==> config.mk <==
export PLATFORM = sky130hd
export DESIGN_NAME = pcap_replay_queue_arbiter
export DESIGN_NICKNAME = d
export VERILOG_FILES = /design/src/rtl/pcap_replay_queue_arbiter.sv
export SDC_FILE = /design/constraint.sdc
export NUM_CORES = 1
export LEC_CHECK = 0
export CORE_AREA = 2 2 201 203
export CTS_CLUSTER_DIAMETER = 30
export DETAILED_ROUTE_END_ITERATION = 12
export DIE_AREA = 0 0 203 205
export SLEW_MARGIN = 5
export SYNTH_ARGS = -nofsm -noshare
export SYNTH_HDL_FRONTEND = slang
export SYNTH_SLANG_ARGS = --single-unit
==> constraint.sdc <==
create_clock -name clk -period 2.9 [get_ports clk]
set_clock_uncertainty 0.1 [all_clocks]
set_input_delay 0.29 -clock clk [delete_from_list [all_inputs] [get_ports clk]]
set_output_delay 0.29 -clock clk [all_outputs]
set_load 0.01 [all_outputs]
==> src/rtl/pcap_replay_queue_arbiter.sv <==
// Packet-granular round-robin arbiter: merges per-queue packet FIFOs onto the
// single replay-memory writer port, locking the grant for a whole packet.
module pcap_replay_queue_arbiter #(
    parameter int unsigned FIFO_DATA_WIDTH = 72,
    parameter int unsigned FIFO_NUM_QUEUES = 4,
    parameter int unsigned QID_WIDTH       = $clog2(FIFO_NUM_QUEUES),
    parameter int unsigned CNT_WIDTH       = 32
) (
    input  logic                                   clk,
    input  logic                                   rst,
    input  logic                                   sw_rst,
    input  logic [FIFO_NUM_QUEUES*FIFO_DATA_WIDTH-1:0] in_data,
    input  logic [FIFO_NUM_QUEUES-1:0]             in_eop,
    input  logic [FIFO_NUM_QUEUES-1:0]             in_empty,
    output logic [FIFO_NUM_QUEUES-1:0]             in_rd_en,
    input  logic [FIFO_NUM_QUEUES-1:0]             q_enable,
    output logic [FIFO_DATA_WIDTH-1:0]             fifo_data,
    output logic [QID_WIDTH-1:0]                   fifo_qid,
    output logic                                   fifo_empty,
    input  logic                                   fifo_rd_en,
    output logic [FIFO_NUM_QUEUES*CNT_WIDTH-1:0]   pkt_cnt,
    output logic                                   busy
);

    typedef enum logic {
        ST_IDLE   = 1'b0,
        ST_LOCKED = 1'b1
    } state_t;

    state_t                                      state_q, state_d;
    logic [QID_WIDTH-1:0]                        grant_q, grant_d;
    logic [QID_WIDTH-1:0]                        last_q, last_d;
    logic [FIFO_NUM_QUEUES-1:0][CNT_WIDTH-1:0]   pkt_cnt_q, pkt_cnt_d;
    logic                                        busy_q, busy_d;

    logic [FIFO_NUM_QUEUES-1:0][FIFO_DATA_WIDTH-1:0] data_arr_c;
    logic [QID_WIDTH-1:0]                        sel_c;
    logic                                        pop_c;
    logic                                        found_c;
    logic [QID_WIDTH-1:0]                        pick_c;

    assign data_arr_c = in_data;
    assign pkt_cnt    = pkt_cnt_q;
    assign busy       = busy_q;

    // Merged FIFO view: granted queue while locked, parked on last otherwise.
    always_comb begin
        sel_c      = (state_q == ST_LOCKED) ? grant_q : last_q;
        fifo_data  = data_arr_c[sel_c];
        fifo_qid   = sel_c;
        fifo_empty = 1'b1;
        pop_c      = 1'b0;
        in_rd_en   = '0;
        if (state_q == ST_LOCKED) begin
            fifo_empty = in_empty[grant_q];
            pop_c      = fifo_rd_en && !in_empty[grant_q];
            in_rd_en[grant_q] = pop_c;
        end
    end

    // Round-robin search starting after the last served queue, last one checked last.
    always_comb begin
        logic [QID_WIDTH-1:0] cand;
        found_c = 1'b0;
        pick_c  = last_q;
        cand    = '0;
        for (int k = 1; k <= int'(FIFO_NUM_QUEUES); k++) begin
            cand = QID_WIDTH'((int'(last_q) + k) % int'(FIFO_NUM_QUEUES));
            if (!found_c && q_enable[cand] && !in_empty[cand]) begin
                found_c = 1'b1;
                pick_c  = cand;
            end
        end
    end

    // Next-state: grant on eligibility in IDLE, release on the EOP pop.
    always_comb begin
        state_d   = state_q;
        grant_d   = grant_q;
        last_d    = last_q;
        pkt_cnt_d = pkt_cnt_q;
        case (state_q)
            ST_IDLE: begin
                if (found_c) begin
                    state_d = ST_LOCKED;
                    grant_d = pick_c;
                end
            end
            ST_LOCKED: begin
                if (pop_c && in_eop[grant_q]) begin
                    state_d            = ST_IDLE;
                    last_d             = grant_q;
                    pkt_cnt_d[grant_q] = pkt_cnt_q[grant_q] + CNT_WIDTH'(1);
                end
            end
            default: state_d = ST_IDLE;
        endcase
        busy_d = (state_d == ST_LOCKED);
    end

    // State registers; hardware and software reset are equivalent and synchronous.
    always_ff @(posedge clk) begin
        if (rst || sw_rst) begin
            state_q   <= ST_IDLE;
            grant_q   <= '0;
            last_q    <= QID_WIDTH'(FIFO_NUM_QUEUES - 1);
            pkt_cnt_q <= '0;
            busy_q    <= 1'b0;
        end else begin
            state_q   <= state_d;
            grant_q   <= grant_d;
            last_q    <= last_d;
            pkt_cnt_q <= pkt_cnt_d;
            busy_q    <= busy_d;
        end
    end

endmodule

== Word-level counts from Yosys, hierarchy flattened ==
Index checks and enable logic that the tools add are counted.
Storage, ports and cells
  register bits after elaboration: 133
  bits of input ports: 304
  output and inout bits: 208
  word-level logic and storage cells: 86
Operators by class
  add/subtract/negate cells: 5
  $lt $le $gt $ge: 7
  multiplexer cells: 44
  bitwise gates (word level): 2
  reductions and logical operators: 21
Operators by type and width (count)
  binary-select mux 72 bit (select 2 bit): 1
  bitwise mux 128 bit: 1
  2-to-1 mux 72 bit: 1
  binary-select mux 32 bit (select 2 bit): 1
  demux 32 bit (select 2 bit): 1
  2-to-1 mux 32 bit: 2
  adder 32 x 1 -> 32 bit, second input constant: 1
  binary-select mux 1 bit (select 2 bit): 10
  2-to-1 mux 1 bit: 19
  < comparator 2 x 3 -> 1 bit, second input constant: 6
  logical AND 1 bit: 10
  2-to-1 mux 2 bit: 5
  logical NOT 1 bit: 8
  adder 2 x 1 -> 2 bit, second input constant: 2
  adder 2 bit, second input constant: 2
  AND 4 bit: 1
  2-to-1 mux 4 bit: 1
  AND reduction 2 bit: 2
  demux 1 bit (select 2 bit): 1
  greater-or-equal comparator 2 x 1 -> 1 bit, second input constant: 1
  case mux 1 bit (2 select lines): 1
  logical OR 1 bit: 1
  inverter 1 bit: 1

== Longest topological paths before layout ==
Gate-level depths: netlist of the first run.
  word-level depth: 20
  mapped depth: 10
  gate-level depth less buffers: 7

== Worst setup path after synthesis of the first run ==
No wires, ideal clock.
  path kind: register to output
  start point: register grant_q[0]
  end point: output fifo_data[21]
  data arrival time: 2.043 ns
  required time: 2.510 ns
  path slack: 0.467 ns
  stages on the path, launching flop included: 9
  buffers on the path: 5
  cells stage by stage: dfxtp_1 buf_6 buf_8 buf_8 mux2i_1 buf_2 buf_1 nand2_1 a31oi_1
On the way
  longest elaborated chain between the ends: 3
RTL lines
  start: declaration: RTL line 31  | logic [QID_WIDTH-1:0] grant_q, grant_d;
  start signal: assignment: RTL line 111  | grant_q <= grant_d;
  2-to-1 mux 2 bit: RTL line 48  | sel_c = (state_q == ST_LOCKED) ? grant_q : last_q;
  binary-select mux 72 bit (select 2 bit): RTL line 49  | fifo_data = data_arr_c[sel_c];
  2-to-1 mux 72 bit (implied by the code): RTL line 49
  end: declaration: RTL line 17  | output logic [FIFO_DATA_WIDTH-1:0] fifo_data,
Every way passes these cells. The select of a mux whose other input is x is not followed.

==> flow_summary_export.csv, run 1 <==
group,metric,value,unit
logic_synthesis,synthMuxAreaShare,10.4,%
logic_synthesis,yosysMostFrequentCell,"nand2_1",
logic_synthesis,postSynth.asyncResetShare,0,%
worst_hold_path,hold_class,"reg -> reg",
route,firstDrtPassIters,5,
logic_synthesis,avgSynthCellArea,7.46,µm²
logic_synthesis,synth_top_area_share,32.3,%
logic_synthesis,synthTopCellsByArea,"dfxtp_1, nand2_1, mux4_2",
clock_network,clock-sinks,133,
timing,final_max_slew_viol_count,0,
global_routing,grt_start_max_net_pins,97,
clock_network,cts_buffers,17,
clock_network,clk_pin_slew_worst_paths,0.06,ns
clock_network,clockBufferDepth,2,
route,drc,0,
clock_network,root_buffer,"clkbuf_16",
place,dpl.hpwl,35500,µm
timing,finalHoldViolations,0,
worst_setup_path,required,2.51,ns
layout,nNetsFinal,1882,
worst_setup_path,worstRegToRegCells,7,
global_routing,grt_pass1_wl,67200,µm
worst_setup_path,crit_arrival,2.40,ns
run,maxCapViolCount,0,
worst_setup_path,start_kind,"flip-flop",
timing,min_period,2.79,ns
global_routing,grt_overflow,0,
route,routedWlPerCell,21.8,µm
route,drt-initial-drc-count,600,
layout,layout-drive-gt1-share,8.68,%
timing,fin_ws,0.107,ns
worst_setup_path,cpMaxStageDelayCell,"dfxtp_1",
layout,fillCellCount,4048,
layout,regArea,0.00267,mm²
clock_network,ctsHtreeMaxLevel,4,
place,dp_cells,2070,
worst_setup_path,cp_cell_sequence,"mux2i_4 > buf_12 > buf_4 > inv_8 > buf_16 > nand2_1 > and3_1 > a31oi_1 > dlygate4sd2_1",
clock_network,insertion_delay,0.41,ns
power_and_ir_drop,leakagePower,5.66,nW
floorplanning,start_util,20.9,%
place,place_ws,-0.0211,ns
place,portBuffers,511,
logic_synthesis,synth_compound_area_share,20.1,%
worst_setup_path,critPathKind,"reg -> out",
route,drt_wl_total,46300,µm
timing,timing.fmax,0.358,GHz
logic_synthesis,synth_cell_types,53,
logic_synthesis,synth_adder_area_share,0.152,%
global_routing,grt.total_usage,21.3,%
worst_hold_path,whs_path_depth,2,
timing,slew_headroom,43.0,%
power_and_ir_drop,p_per_area,371,mW/mm²
timing,rsz0062_at_grt,"false",
floorplanning,die_y,205,µm
clock_network,cts_tree,"built",
logic_synthesis,yosysTopAreaCell,"dfxtp_1",
timing,worst_slew_pin_slew,0.856,ns
logic_synthesis,yosysSeqAreaShare,32.3,%
timing,setup_viol,0,
floorplanning,die-area,0.0416,mm²
layout,syn2layout_area_growth,80.3,%
layout,multi_input_area,0.00519,mm²
floorplanning,chipWidth,203,µm
route,via_count,10400,
logic_synthesis,ys.flop_type,"dfxtp_1",
worst_setup_path,critical_path.max_stage_delay,0.34,ns
logic_synthesis,synth_cells,1104,
worst_setup_path,worstPathMaxFanout,33,
place,gp_congestion,0.938,
outcome,outcome,"completed",
power_and_ir_drop,ir_drop,0.385,mV
logic_synthesis,ys_warn_count,0,
floorplanning,num_rows,73,
global_routing,antenna_found_initial,14,
timing,finalCritPeriodShare,96.3,%
logic_synthesis,netlist_area,0.00824,mm²
route,ant_nets,0,
logic_synthesis,synth_top_family_by_area,"simple AND/OR/NAND/NOR gates",
worst_setup_path,cp-end-kind,"output port",
logic_synthesis,synth_common_cells,"nand2_1, dfxtp_1, a21oi_1, o21ai_0, and3_1",
timing,holdWs,0.406,ns
logic_synthesis,synth-edff-count,0,
logic_synthesis,ys_seq_elements,133,
floorplanning,core,0.0394,mm²
route,viasPerCell,4.87,
logic_synthesis,yosys.area_share.simple,28.1,%
floorplanning,io_pins,512,
logic_synthesis,syn-num-nets,1409,
global_routing,grt_pass1_vias,10400,
layout,finalNonFillerCells,2125,
logic_synthesis,synth_xor_area_share,3.28,%
flip-flops by register name (all words and copies together), names as in the netlist:
signal	cells
grant_q	2
last_q	2
pkt_cnt	128
busy	1
worst paths after layout:
path / endpoint / startpoint / slack, ns
setup / recovery: fifo_data[61] / busy / 0.11
hold / removal: pkt_cnt[95] / pkt_cnt[95] / 0.41
setup reg to reg: pkt_cnt[88] / grant_q[1] / 0.24
hold reg to reg: pkt_cnt[95] / pkt_cnt[95] / 0.41
logic make-up (layout without fill, tap and decap cells):
kind of cell,after synthesis,after routing
xor+xnor,30,30
buf+inv,101,587
other cells,0,10
compound gates,291,291
fa+ha+maj,1,1
simple gates,503,503
flops,133,133
mux,45,45
critical path, delay by kind of cell, from the launching register on:
kind | cells | cell delay [ns]
flip-flops | 1 | 0.34
AND/OR/NAND/NOR | 2 | 0.30
multiplexers | 1 | 0.20
buffers and inverters | 5 | 0.95
AO/OA/AOI/OAI | 1 | 0.19
area by class of cell:
cell class | count | area share, %
timing repair inverter | 1 | 0.0253
clock inverter | 11 | 0.842
tap | 525 | 4.42
multi-input combinational | 870 | 35.0
sequential | 133 | 18.0
timing repair buffer | 549 | 38.2
antenna | 10 | 0.168
clock buffer | 21 | 3.23
inverter | 5 | 0.211
per-stage QoR:
stage | area (µm²) | util (%) | TNS [ns] | total power [mW]
floorplan | 8240 | - | 0 | 2.45
global placement | 14000 | 35.6 | -0.0488 | 3.41
detailed placement | 14000 | 35.6 | -0.0420 | 3.39
CTS | 14800 | 37.6 | 0 | 5.54
global route | 14900 | 37.7 | 0 | 5.74
finish | 14900 | 37.7 | 0 | 5.51
where the power goes:
part	leakage (nW)	internal [mW]	switching, mW
combinational	4.30	0.817	0.686
sequential	1.07	1.83	0.00902
clock	0.283	1.36	0.805
total	5.66	4.01	1.50
timing repair:
item | in CTS | in global routing
hold buffers | 0 | 0
gates cloned | 5 | 0
buffers inserted | 9 | 0
setup endpoints to repair | 72 | 8
resized for setup | 93 | 12
layer usage:
layer / share of wire (%) / global-route usage (%) / wire length, µm / vias to the layer above
li1: - / - / - / 4867
met1: 40 / 25.8 / 18400 / 5006
met2: 50 / 37.2 / 23300 / 433
met3: 8.0 / 5.73 / 3690 / 42
met4: 1.9 / 5.40 / 859 / 6
met5: 0.095 / 0 / 44 / -
placed cells by master (no fill, tap or decap), types with 16 or more instances in the layout:
| master | n |
|---|---|
| clkbuf_16 | 17 |
| mux4_2 | 26 |
| a211oi_1 | 29 |
| nand2_1 | 312 |
| nor2_1 | 58 |
| buf_12 | 16 |
| dlygate4sd2_1 | 64 |
| a21oi_1 | 88 |
| o21ai_0 | 85 |
| a31oi_1 | 68 |
| dfxtp_1 | 130 |
| clkdlybuf4s50_1 | 440 |
| and3_1 | 74 |
| xor2_1 | 23 |
| nand3_1 | 16 |
No activity file was read; power rests on OpenSTA's default activity.
==> inputs of run 2 (changes only) <==
Settings changed: TNS_END_PERCENT set to 30.
==> run 2 against run 1 <==
Against the previous run:
- die area stayed put
- setup slack got worse by 0.034 ns
- core utilization is 0.18 points lower
- clock power about the same
- global-route usage down 0.21 points
- sequential power barely moved
- critical endpoint is now fifo_data[24]
- largest power group unchanged
==> flow_summary_export.csv, run 2 (synthesis gave the netlist of run 1 again) <==
group,metric,value,unit
outcome,outcome,"completed",
global_routing,grt_overflow,0,
worst_hold_path,holdPathEnd,"pkt_cnt[65]",
place,portBuffers,511,
clock_network,clockBufferDepth,2,
power_and_ir_drop,p_seq_share,33.6,%
global_routing,antenna_found_initial,14,
clock_network,clk_pin_slew_worst_paths,0.06,ns
layout,largest_reg_flops,128,
global_routing,grt_pass1_vias,10300,
route,drt_wl_total,45900,µm
worst_setup_path,start_kind,"flip-flop",
power_and_ir_drop,p_sw,1.49,mW
worst_setup_path,critPathKind,"reg -> out",
timing,timing.fmax,0.354,GHz
power_and_ir_drop,p_per_area,371,mW/mm²
route,ant_nets,0,
place,dp_cells,2070,
clock_network,cts_tree,"built",
layout,nNetsFinal,1877,
worst_setup_path,r2r_setup_slack,0.25,ns
global_routing,grt_pass1_wl,66500,µm
layout,finalNonFillerCells,2120,
worst_setup_path,critical_path.max_stage_delay,0.58,ns
clock_network,insertion_delay,0.41,ns
clock_network,root_buffer,"clkbuf_16",
route,routedWlPerCell,21.6,µm
clock_network,cts_hold_buf,0,
layout,mostFrequentLayoutCells,"clkdlybuf4s50_1, nand2_1, dfxtp_1",
route,via_count,10300,
worst_setup_path,worstRegToRegCells,7,
floorplanning,core,0.0394,mm²
worst_setup_path,cp_num_cells,6,
timing,rsz0062_at_grt,"true",
worst_hold_path,hold_class,"reg -> reg",
layout,syn2layout_area_growth,79.4,%
place,dpl.hpwl,35500,µm
worst_setup_path,worstPathMaxFanout,28,
worst_hold_path,min_from,"pkt_cnt[65]",
timing,finalHoldViolations,0,
clock_network,clock-sinks,133,
route,viasPerCell,4.87,
power_and_ir_drop,p_int,4.00,mW
timing,slew_headroom,42.2,%
floorplanning,start_util,20.9,%
timing,setup_viol,0,
global_routing,grt.total_usage,21.1,%
global_routing,grt_start_max_net_pins,97,
clock_network,ctsHtreeMaxLevel,4,
route,firstDrtPassIters,5,
place,gp_congestion,0.938,
worst_setup_path,required,2.51,ns
floorplanning,die_y,205,µm
worst_setup_path,crit-reg2reg-launch,"grant_q[1]",
worst_setup_path,cpMaxStageDelayCell,"clkdlybuf4s50_1",
floorplanning,chipWidth,203,µm
worst_setup_path,cp_num_buf_inv,2,
timing,final_max_slew_viol_count,0,
route,drt-initial-drc-count,636,
timing,min_period,2.83,ns
floorplanning,num_rows,73,
floorplanning,io_pins,512,
worst_setup_path,cp_cell_sequence,"mux2i_4 > buf_6 > nand2_1 > and3_1 > a31oi_1 > clkdlybuf4s50_1",
layout,layout-drive-gt1-share,8.71,%
timing,worst_slew_pin_slew,0.868,ns
clock_network,cts_buffers,17,
power_and_ir_drop,p_sw_share,27.2,%
floorplanning,die-area,0.0416,mm²
worst_setup_path,worstReg2RegEnd,"pkt_cnt[123]",
worst_hold_path,whs_path_depth,2,
power_and_ir_drop,clkPwrFrac,39.3,%
power_and_ir_drop,comb_power_share,27.1,%
timing,finalCritPeriodShare,97.5,%
layout,mostFrequentLayoutCell,"clkdlybuf4s50_1",
worst_setup_path,crit_arrival,2.44,ns
layout,fillCellCount,4043,
run,maxCapViolCount,0,
worst_setup_path,cp_top_family,"buffers and inverters",
worst_setup_path,cp-end-kind,"output port",
power_and_ir_drop,leakagePower,5.68,nW
route,drc,0,
timing,holdWs,0.403,ns
power_and_ir_drop,ir_drop,0.383,mV
[run 2: cell count changes in the layout (fill, tap and decap cells not counted), moves of 2 or more]
cell,before,now
buf_4,15,13
clkbuf_2,2,6
dlymetal6s2s_1,2,13
dlygate4sd2_1,64,48
buf_16,3,1
[run 2: final cells by class]
type                       count  area (µm²)  area share (%)
timing repair buffer         545        5600            37.9
multi-input combinational    870        5200            35.2
sequential                   133        2670            18.0
tap                          525         657            4.44
clock buffer                  21         480            3.25
clock inverter                11         125           0.846
inverter                       5        28.8           0.195
antenna                       10        25.0           0.169
[run 2: power by group through the flow]
stage / registers (mW) / clock network (mW) / logic (mW)
3_3_place_gp: 1.88 / 0 / 1.52
6_report: 1.84 / 2.16 / 1.49
5_1_grt: 1.84 / 2.28 / 1.59
3_5_place_dp: 1.88 / 0 / 1.51
2_1_floorplan: 1.88 / 0 / 0.571
4_1_cts: 1.84 / 2.20 / 1.49
[run 2: worst max-delay path by stage]
stage	start	end	slack (ns)
floorplan	grant_q[0]	fifo_data[21]	0.47
global placement	busy	fifo_data[5]	-0.03
detailed placement	busy	fifo_data[70]	-0.02
CTS	busy	fifo_data[17]	-0.18
global route	busy	fifo_data[64]	-0.05
finish	busy	fifo_data[24]	0.07
[run 2: worst min-delay path: stages, from the launching register on]
cell     delay (ns)
dfxtp_1        0.34
nand2_1        0.06
a21oi_1        0.06
[run 2: repair_timing]
action | CTS | global route
buffers inserted | 5 | 1
gates cloned | 3 | 0
setup endpoints to repair | 72 | 36
pin swaps | 0 | 0
resized for setup | 74 | 37
[run 2: metrics by stage]
stage	setup slack [ns]	total power [mW]	instance area (µm²)	util [%]	TNS [ns]
final	0.0728	5.49	14800	37.5	0
after global routing	-0.0451	5.72	14800	37.5	-0.0676
after CTS	-0.183	5.53	14700	37.4	-1.39
after detailed placement	-0.0211	3.39	14000	35.6	-0.0420
after global placement	-0.0310	3.41	14000	35.6	-0.0488
after floorplan	0.467	2.45	8240	-	0
[run 2: layer usage]
metal,GRT usage (%),up-vias,wire length (µm)
met5,0,-,44
met4,5.63,6,795
met3,5.70,38,3550
met2,36.7,410,23200
met1,25.5,5004,18300
li1,-,4863,-
